--- config.mk ---
export PLATFORM = sky130hd
export DESIGN_NAME = pwm_multi
export DESIGN_NICKNAME = d
export VERILOG_FILES = /design/src/rtl/pwm_pkg.sv /design/src/rtl/pwm_channel.sv /design/src/rtl/pwm_multi.sv
export SDC_FILE = /design/constraint.sdc
export NUM_CORES = 1
export LEC_CHECK = 0
export CAP_MARGIN = 5
export CORE_UTILIZATION = 55
export CTS_CLUSTER_DIAMETER = 120
export DETAILED_ROUTE_END_ITERATION = 16
export GPL_TIMING_DRIVEN = 0
export PLACE_DENSITY = 0.76
export SLEW_MARGIN = 5
export SYNTH_ARGS = -nofsm -noshare
export SYNTH_HDL_FRONTEND = slang
export SYNTH_SLANG_ARGS = --single-unit
--- constraint.sdc ---
create_clock -name clk -period 1.9 [get_ports clk]
set_clock_uncertainty 0.1 [all_clocks]
set_input_delay 0.38 -clock clk [delete_from_list [all_inputs] [get_ports clk]]
set_output_delay 0.38 -clock clk [all_outputs]
set_load 0.1 [all_outputs]
--- src/rtl/pwm_pkg.sv ---
// Shared helpers for the multi-channel PWM block: address sizing and register map.
package pwm_pkg;

  localparam int DEF_CHANNELS = 4;

  function automatic int addr_width(input int channels);
    return $clog2(channels + 1);
  endfunction

  // Duty registers occupy 0..channels-1; the period register sits just above them.
  function automatic int period_addr(input int channels);
    return channels;
  endfunction

endpackage

--- src/rtl/pwm_channel.sv ---
// One PWM output: double-buffered duty, compare against the shared counter, registered output.
module pwm_channel #(
  parameter int COUNTER_BITS = 16
) (
  input  logic                    clk,
  input  logic                    rst_n,
  input  logic                    enable,
  input  logic [COUNTER_BITS-1:0] cnt,
  input  logic                    commit,
  input  logic                    wr,
  input  logic [COUNTER_BITS-1:0] wr_data,
  input  logic                    invert,
  output logic                    pwm_out
);

  logic [COUNTER_BITS-1:0] duty_sh;
  logic [COUNTER_BITS-1:0] duty_act;

  // The active duty loads the pre-write shadow, so a write landing on a wrap waits a period.
  always_ff @(posedge clk or negedge rst_n) begin
    if (!rst_n) begin
      duty_sh  <= '0;
      duty_act <= '0;
      pwm_out  <= invert;
    end else begin
      if (wr)
        duty_sh <= wr_data;
      if (commit)
        duty_act <= duty_sh;
      if (!enable)
        pwm_out <= invert;
      else
        pwm_out <= (cnt < duty_act) ^ invert;
    end
  end

endmodule

--- src/rtl/pwm_multi.sv ---
// N-channel PWM sharing one programmable-period counter with glitch-free shadow commits at wrap.
module pwm_multi
  import pwm_pkg::*;
#(
  parameter int                      CHANNELS     = DEF_CHANNELS,
  parameter int                      COUNTER_BITS = 16,
  parameter logic [COUNTER_BITS-1:0] RESET_PERIOD = '1,
  parameter logic [CHANNELS-1:0]     INVERT       = '0
) (
  input  logic                              clk,
  input  logic                              rst_n,
  input  logic                              enable,
  input  logic                              wr_en,
  input  logic [addr_width(CHANNELS)-1:0]   wr_addr,
  input  logic [COUNTER_BITS-1:0]           wr_data,
  output logic [CHANNELS-1:0]               pwm_out,
  output logic                              period_strb,
  output logic                              upd_pending
);

  localparam int AW    = addr_width(CHANNELS);
  localparam int PADDR = period_addr(CHANNELS);

  logic [COUNTER_BITS-1:0] cnt;
  logic [COUNTER_BITS-1:0] period_sh;
  logic [COUNTER_BITS-1:0] period_act;
  logic                    wrap;
  logic                    commit;
  logic                    period_wr;
  logic                    any_wr;
  logic [CHANNELS-1:0]     duty_wr;

  assign wrap   = enable && (cnt == period_act);
  // While idle the active copies simply follow the shadows.
  assign commit = !enable || wrap;

  always_comb begin
    duty_wr = '0;
    for (int i = 0; i < CHANNELS; i++)
      duty_wr[i] = wr_en && (wr_addr == AW'(i));
  end

  assign period_wr = wr_en && (wr_addr == AW'(PADDR));
  assign any_wr    = period_wr || (|duty_wr);

  always_ff @(posedge clk or negedge rst_n) begin
    if (!rst_n) begin
      cnt         <= '0;
      period_sh   <= RESET_PERIOD;
      period_act  <= RESET_PERIOD;
      period_strb <= 1'b0;
      upd_pending <= 1'b0;
    end else begin
      if (!enable || wrap)
        cnt <= '0;
      else
        cnt <= cnt + COUNTER_BITS'(1);

      if (period_wr)
        period_sh <= wr_data;
      if (commit)
        period_act <= period_sh;

      period_strb <= enable && (cnt == '0);

      // A write on the wrap cycle outranks the clear: its value is still uncommitted.
      if (!enable)
        upd_pending <= 1'b0;
      else if (any_wr)
        upd_pending <= 1'b1;
      else if (wrap)
        upd_pending <= 1'b0;
    end
  end

  for (genvar g = 0; g < CHANNELS; g++) begin : g_ch
    pwm_channel #(
      .COUNTER_BITS(COUNTER_BITS)
    ) u_ch (
      .clk     (clk),
      .rst_n   (rst_n),
      .enable  (enable),
      .cnt     (cnt),
      .commit  (commit),
      .wr      (duty_wr[g]),
      .wr_data (wr_data),
      .invert  (INVERT[g]),
      .pwm_out (pwm_out[g])
    );
  end

endmodule
* After elaboration in Yosys (flattened, before gate mapping)
Cells that the tools add are included. W data, S select, Z words.
Operators by class: add/subtract/negate cells 1, order comparisons 4, eq/ne operators 6, mux-type cells 8, reductions and logical operators 13
Operators with widths (number):
- $lt A16 B16 Y1 | 4
- $add A16 B1 Y16 const B | 1
- $eq A16 B16 Y1 | 1
- $logic_not A16 Y1 | 1
- $mux W16 | 1
- $logic_and A1 B1 Y1 | 7
- $mux W1 | 7
- $eq A3 B2 Y1 const B | 2
- $reduce_or A4 Y1 | 1
- $eq A3 B1 Y1 const B | 1
- $eq A3 B3 Y1 const B | 1
- $logic_not A3 Y1 | 1
- $ne A3 B1 Y1 const B | 1
- $logic_or A1 B1 Y1 | 2
- $logic_not A1 Y1 | 1
Storage, ports and cells: register bits after elaboration 182, input bits 23, output and inout bits 6

* Depth between registers and ports, before layout
Gate-level depths: netlist of the first run.
depth after elaboration 6, depth in mapped cells 9, gate-level depth less buffers 7

* Worst setup path after synthesis of the first run
OpenSTA, ideal clock, no wires.
path kind register to register, start register cnt[8], end register g_ch[0].u_ch.duty_act[11], library setup time 0.127 ns, arrival time 1.838 ns, data required time 1.673 ns, path slack -0.166 ns, cell stages (with the launch flop) 9, clock period less this slack 2.066 ns, cells stage by stage dfrtp_1 > buf_6 > xor2_1 > nor4_1 > nand4_1 > nand2_2 > buf_12 > buf_6 > mux2_1
On the way: cells in the longest elaborated chain, start to end 3
RTL lines:
- from (decl) | RTL line pwm_multi.sv:24 | logic [COUNTER_BITS-1:0] cnt;
- from (signal assigned) | RTL line pwm_multi.sv:57 | cnt <= cnt + COUNTER_BITS'(1);
- $eq A16 B16 Y1 | RTL line pwm_multi.sv:33 | assign wrap = enable && (cnt == period_act);
- $logic_and A1 B1 Y1 | RTL line pwm_multi.sv:33
- $logic_or A1 B1 Y1 | RTL line pwm_multi.sv:35 | assign commit = !enable || wrap;
- to (signal assigned) | RTL line pwm_channel.sv:29 | duty_act <= duty_sh;
- to (decl) | RTL line pwm_channel.sv:17 | logic [COUNTER_BITS-1:0] duty_act;
Every way passes these cells. A chain may end at the register's enable or synchronous reset.

* Worst setup path in the final report of the first run
start register cnt[1], end register g_ch[0].u_ch.duty_act[4]
The elaborated chain is that of the path after synthesis.

==> flow_summary.yaml, run 1 <==
clock_tree:
  clk_pin_slew_worst_paths_ns: 0.07
  cts_tree: "built"
  cts_buffers: 17
  clkLatencyLatePin_ns: 0.44
  clock-sinks: 182
  root_buffer: "clkbuf_16"
  cts.path.max_buffers: 2
  htree_levels: 4
placement:
  dpl-instance-area_um2: 9420
  io_buffers: 25
  gp_congestion: 0.841
  dpl.hpwl_mm: 13.0
critical_path:
  start_kind: "register"
  reg2reg_depth: 8
  arrival_ns: 2.55
  cp_common_cell: "buf_12"
  r2r_end: "g_ch[0].u_ch.duty_act[4]"
  crit_required_ns: 2.13
  crit_buf_inv: 3
  cp_cell_sequence: "xor2_2, nor4_4, nand4_1, nand2_2, buf_12, buf_12, buf_12, mux2_4"
  crit_family: "simple AND/OR/NAND/NOR gates"
  r2r_start: "cnt[1]"
  criticalPathCategory: "reg -> reg"
  cp_slowest_stage_delay_ns: 0.46
  ff2ff_setup_slack_ns: -0.43
  worstPathMaxFanout: 7
  cp_slowest_cell: "dfrtp_2"
  cp-end-kind: "register"
synth:
  synth_area_um2: 8840
  syn_nets: 750
  synthDistinctLibCells: 41
  synthCells: 665
  yosysWarningCount: 0
  ys_ff_latch: 182
  synth_edf_count: 0
  synth.avg_cell_area_um2: 13.3
  yosysSeqAreaShare_pct: 52.0
  synth_flop_cell: "dfrtp_1"
  async_flop_share_pct: 100
sta:
  fin_crit_ns: 2.33
  slew_headroom_pct: 55.7
  setup_viol: 98
  fin_crit_sh_pct: 123
  hold_viol: 0
  fin_ws_ns: -0.428
  worstMarginPinSlew_ns: 0.664
  final_max_slew_viol_count: 0
  rsz0062_at_grt: "true"
  setup_tns_ns: -33.61
  timing.fmax_ghz: 0.430
run_status:
  status: "finished, violations left"
  violations: "setup timing"
route:
  detail_route.wl_per_cell_um: 21.9
  drt-total-wl_mm: 21.1
  antenna_left: 0
  drc: 0
  first_pass_iters: 5
  drtIter0Drc: 295
  vias_per_cell: 5.68
  num_vias: 5490
hold_path:
  min_to: "g_ch[0].u_ch.pwm_out"
  hold_path.class: "in -> reg"
  hold_depth: 3
  min_from: "enable"
global_routing:
  grt_pass1_vias: 5920
  grt_max_degree: 95
  antenna_found_initial: 1
  grt_pass1_wl_mm: 32.0
  gr-total-overflow: 0
  grt.total_usage_pct: 26.6
cells_and_area:
  layout.nets: 827
  final_layout_size_suffix_gt1_share_pct: 45.3
  finalInstanceArea_um2: 10700
  antennaDiodeCount: 0
  area_growth_pct: 21.6
die:
  die_area_um2: 16600
  core_region_area_um2: 15400
  rows: 45
  ios: 29
  dieHeight_um: 129
  die_w_um: 129
  start_util_pct: 57.3
pwr:
  power.leakage_uw: 0.00499
  ir_drop_v: 0.000698
  powerDensity_nw_per_um2: 1050
flow_run:
  cap_violations: 0
[stage by stage]
| step | hold slack, ns | std cells | power, µW | utilization (%) | setup WS (ns) |
|---|---|---|---|---|---|
| 6_report | 0.337 | 966 | 11200 | 69.7 | -0.428 |
| 5_1_grt | 0.335 | 966 | 11700 | 69.7 | -0.454 |
| 4_1_cts | 0.309 | 954 | 11100 | 68.1 | -0.389 |
| 3_5_place_dp | 0.334 | 902 | 7500 | 61.1 | -0.984 |
| 3_3_place_gp | 0.380 | 901 | 7340 | 60.9 | -7.39 |
| 2_1_floorplan | -0.0156 | 665 | 6820 | - | -0.120 |
[worst max path at each step]
stage | start | endpoint | cells past startpoint
2_1_floorplan | cnt[6] | g_ch[0].u_ch.duty_act[0] | 8
3_3_place_gp | rst_n | cnt[3] | 1
3_5_place_dp | wr_en | g_ch[0].u_ch.duty_sh[13] | 5
4_1_cts | cnt[8] | g_ch[2].u_ch.duty_act[11] | 9
5_1_grt | cnt[1] | g_ch[2].u_ch.duty_act[11] | 8
6_report | cnt[1] | g_ch[0].u_ch.duty_act[4] | 8
[kinds of logic (layout without fill, tap and decap cells)]
family                   Yosys count  count (layout)  share of synthesized area (%)
multiplexers                     160             160                           21.7
adder cells (fa/ha/maj)           62              62                           8.77
AND/OR/NAND/NOR                   82              82                           5.02
AO/OA/AOI/OAI                     58              58                           4.22
buffers and inverters             91             181                           5.39
XOR/XNOR                          30              30                           2.97
flip-flops                       182             182                           52.0
[synth_stat cells (all sizes together), types with 5 or more instances]
| cell | n | area share, % |
|---|---|---|
| a21o | 8 | 0.68 |
| a21oi | 16 | 0.91 |
| buf | 21 | 2.4 |
| clkbuf | 6 | 0.27 |
| dfrtp | 150 | 42 |
| dfstp | 32 | 9.5 |
| ha | 62 | 8.8 |
| inv | 64 | 2.7 |
| mux2 | 160 | 22 |
| nand2 | 12 | 0.54 |
| nand2b | 5 | 0.35 |
| nand3 | 6 | 0.34 |
| nand4 | 7 | 0.50 |
| nor2 | 23 | 0.98 |
| nor2b | 6 | 0.42 |
| nor4 | 7 | 0.50 |
| o21ai | 13 | 0.74 |
| xnor2 | 8 | 0.79 |
| xor2 | 22 | 2.2 |
[power breakdown]
group | leakage (µW) | switching, µW | internal, µW
sequential | 0.00214 | 490 | 4850
combinational | 0.00257 | 1130 | 1370
clock | 0.000274 | 1540 | 1880
total | 0.00499 | 3160 | 8090
[layout make-up]
class | instances | area, µm²
Timing Repair Buffer | 60 | 677
Inverter | 64 | 240
Buffer | 25 | 289
Tap cell | 211 | 264
Clock buffer | 21 | 460
Clock inverter | 11 | 100
Multi-Input combinational cell | 392 | 4110
Sequential cell | 182 | 4610
Fill cell | 1069 | 4680
[registers in the layout, summed over array words and instances (netlist names)]
signal,count
g_ch.u_ch.pwm_out,4
g_ch.u_ch.duty_act,64
upd_pending,1
period_sh,16
period_act,16
cnt,16
period_strb,1
g_ch.u_ch.duty_sh,64
[per-layer routing]
metal  GRT usage [%]  up-vias  wire length [µm]
met3            4.86       47              1150
met1            34.4     2837              8950
met4            12.6        2               790
met2            43.8      137             10200
met5               0        -                13
li1                -     2467                 -
[layout by cell type (no fill, tap or decap), types with 6 or more instances in the layout]
cell type and count:
buf_6 10, xnor2_1 8, a21oi_1 9, xor2_1 20
mux2_4 38, nor2_1 22, o21ai_2 6, buf_12 11
inv_1 64, a21oi_2 7, clkbuf_16 18, ha_4 8
dfrtp_1 135, mux2_2 122, a21o_1 8, buf_4 26
dfrtp_2 15, clkdlybuf4s50_1 18, nand2_1 11, dfstp_2 32
ha_1 54, nand4_1 7
[worst register-to-register path: cells and delay by family, from the launching register on]
kind                   cells  cell delay (ns)
flip-flops                 1             0.46
buffers and inverters      3             0.42
multiplexers               1             0.30
AND/OR/NAND/NOR            3             0.71
XOR/XNOR                   1             0.22
[what timing repair did]
action	4_1_cts	5_1_grt
cloned	2	1
endpoints found under the setup margin	169	156
hold endpoints to repair	72	0
buffers inserted	19	11
gates resized for setup	91	29
hold buffers	1	0
pin swaps	6	9
Power figures use the tool's default switching activity.
==> run 2: changes to the inputs <==
--- a/config.mk
+++ b/config.mk
@@ -10,7 +10,7 @@
 export CTS_CLUSTER_DIAMETER = 120
 export DETAILED_ROUTE_END_ITERATION = 16
 export GPL_TIMING_DRIVEN = 0
-export PLACE_DENSITY = 0.76
+export PLACE_DENSITY = 0.73
 export SLEW_MARGIN = 5
 export SYNTH_ARGS = -nofsm -noshare
 export SYNTH_HDL_FRONTEND = slang
==> constraint.sdc (replaced) <==
create_clock -name clk -period 2.3 [get_ports clk]
set_clock_uncertainty 0.1 [all_clocks]
set_input_delay 0.46 -clock clk [delete_from_list [all_inputs] [get_ports clk]]
set_output_delay 0.46 -clock clk [all_outputs]
set_load 0.1 [all_outputs]
==> run 2 against run 1 <==
- the flow now finishes without violations
- routed wire length decreased by 7.9%
- highest routed layer is now met4
- fmax grew 2.6%
- sequential power is 17% lower
- critical endpoint is now g_ch[1].u_ch.duty_act[12]
- via count down 2.0%
==> flow_summary.yaml, run 2 (synthesis gave the netlist of run 1 again) <==
run_status:
  status: "finished clean"
placement:
  io_buffers: 25
  gp_congestion: 0.868
  pre_cts_ws_ns: -0.621
  dpl.hpwl_mm: 12.9
cells_and_area:
  final_layout_size_suffix_gt1_share_pct: 40.0
  fillCellCount: 1100
  multi_input_area_um2: 3800
  antennaDiodeCount: 0
  seq_area_um2: 4610
  top_regs: "g_ch.u_ch.duty_act: 64 flops, g_ch.u_ch.duty_sh: 64 flops"
  layout.nets: 830
  final_common_cell: "dfrtp_1"
  area_growth_pct: 17.6
  final_cell_mix: "135 x dfrtp_1, 126 x mux2_2, 64 x inv_1"
die:
  die_area_um2: 16600
  die_w_um: 129
  ios: 29
  rows: 45
  dieHeight_um: 129
  start_util_pct: 57.3
  core_region_area_um2: 15400
pwr:
  ir_drop_v: 0.000561
  power.leakage_uw: 0.00495
  powerDensity_nw_per_um2: 886
sta:
  setup_tns_ns: 0
  fin_crit_sh_pct: 98.6
  slew_headroom_pct: 36.3
  hold_viol: 0
  rsz0062_at_grt: "true"
  fin_crit_ns: 2.27
  fin_ws_ns: 0.0316
  timing.fmax_ghz: 0.441
  setup_viol: 0
  final_max_slew_viol_count: 0
  worstMarginPinSlew_ns: 0.959
global_routing:
  gr-total-overflow: 0
  antenna_found_initial: 0
  grt_pass1_wl_mm: 30.9
  grt_pass1_vias: 5746
  grt.total_usage_pct: 25.3
  grt_max_degree: 120
route:
  antenna_left: 0
  drc: 0
  vias_per_cell: 5.55
  m1WireLength_mm: 8.57
  num_vias: 5378
  dr.max_layer_used: "met4"
  wl_met3_mm: 1.04
  drt-total-wl_mm: 19.5
  detail_route.wl_per_cell_um: 20.1
  first_pass_iters: 4
  route.met2.wl_mm: 9.36
  drtIter0Drc: 397
hold_path:
  hold_path.class: "reg -> reg"
critical_path:
  start_kind: "register"
  crit_required_ns: 2.52
  cp-end-kind: "register"
  criticalPathCategory: "reg -> reg"
  worstPathMaxFanout: 8
  arrival_ns: 2.49
clock_tree:
  cts_buffers: 17
  htree_levels: 4
  cts.path.max_buffers: 2
  clk_pin_slew_worst_paths_ns: 0.07
  cts_tree: "built"
  clkLatencyLatePin_ns: 0.44
  root_buffer: "clkbuf_16"
  clock-sinks: 182
flow_run:
  cap_violations: 0
## run 2: final cells by class
class	count	share of cell area, %
clock buffers	18	4.13
repair buffers	64	6.13
inverters	64	2.31
flip-flops and latches	182	44.4
clock inverters	14	1.68
plain buffers	24	2.25
multi-input cells	392	36.6
well taps	211	2.54
## run 2: critical path, cell delays in order, from the launching register on
cell       delay [ns]
dfstp_2          0.55
xor2_1           0.11
nor4_2           0.29
nand4_1          0.25
nand2_4          0.19
buf_12           0.18
clkbuf_16        0.18
mux2_4           0.30
## run 2: path summary, 6_finish.rpt
path                            slack, ns                         to  cells after the start               startpoint
worst max-delay path                 0.03  g_ch[1].u_ch.duty_act[12]                      7            period_act[1]
worst min-delay path                 0.40   g_ch[0].u_ch.duty_act[0]                      1  g_ch[0].u_ch.duty_sh[0]
worst max register to register       0.03  g_ch[1].u_ch.duty_act[12]                      7            period_act[1]
worst min register to register       0.40   g_ch[0].u_ch.duty_act[0]                      1  g_ch[0].u_ch.duty_sh[0]
max in group asynchronous            0.66                    cnt[12]                      3                    rst_n
min in group asynchronous            0.46    g_ch[0].u_ch.duty_sh[1]                      2                    rst_n
## run 2: repair_timing
action	in CTS	in global routing
pin swaps	2	5
cloned	0	4
setup buffers	6	27
gates resized for setup	20	19
endpoints found under the setup margin	131	119
hold buffers	1	0
hold endpoints to repair	63	0
## run 2: power breakdown
| part | leakage [µW] | internal, µW | switching [µW] |
|---|---|---|---|
| sequential | 0.00214 | 4010 | 402 |
| clock | 0.000293 | 1720 | 1270 |
| combinational | 0.00251 | 1010 | 809 |
| total | 0.00495 | 6740 | 2480 |
## run 2: per-layer routing
metal / global-route usage (%) / up-vias
li1: - / 2474
met1: 34.0 / 2762
met2: 40.1 / 110
met3: 5.82 / 32
met4: 9.76 / 0
met5: 0 / -
## run 2: through the flow
stage	instance area (µm²)	utilization, %	power (µW)	hold slack [ns]	cells
5_1_grt	10400	67.4	9660	0.417	969
4_1_cts	10100	65.3	9220	0.367	941
2_1_floorplan	8840	-	5610	0.0644	665
3_3_place_gp	9360	60.6	6070	0.369	901
6_report	10400	67.4	9210	0.404	969
3_5_place_dp	9390	60.9	6200	0.339	902
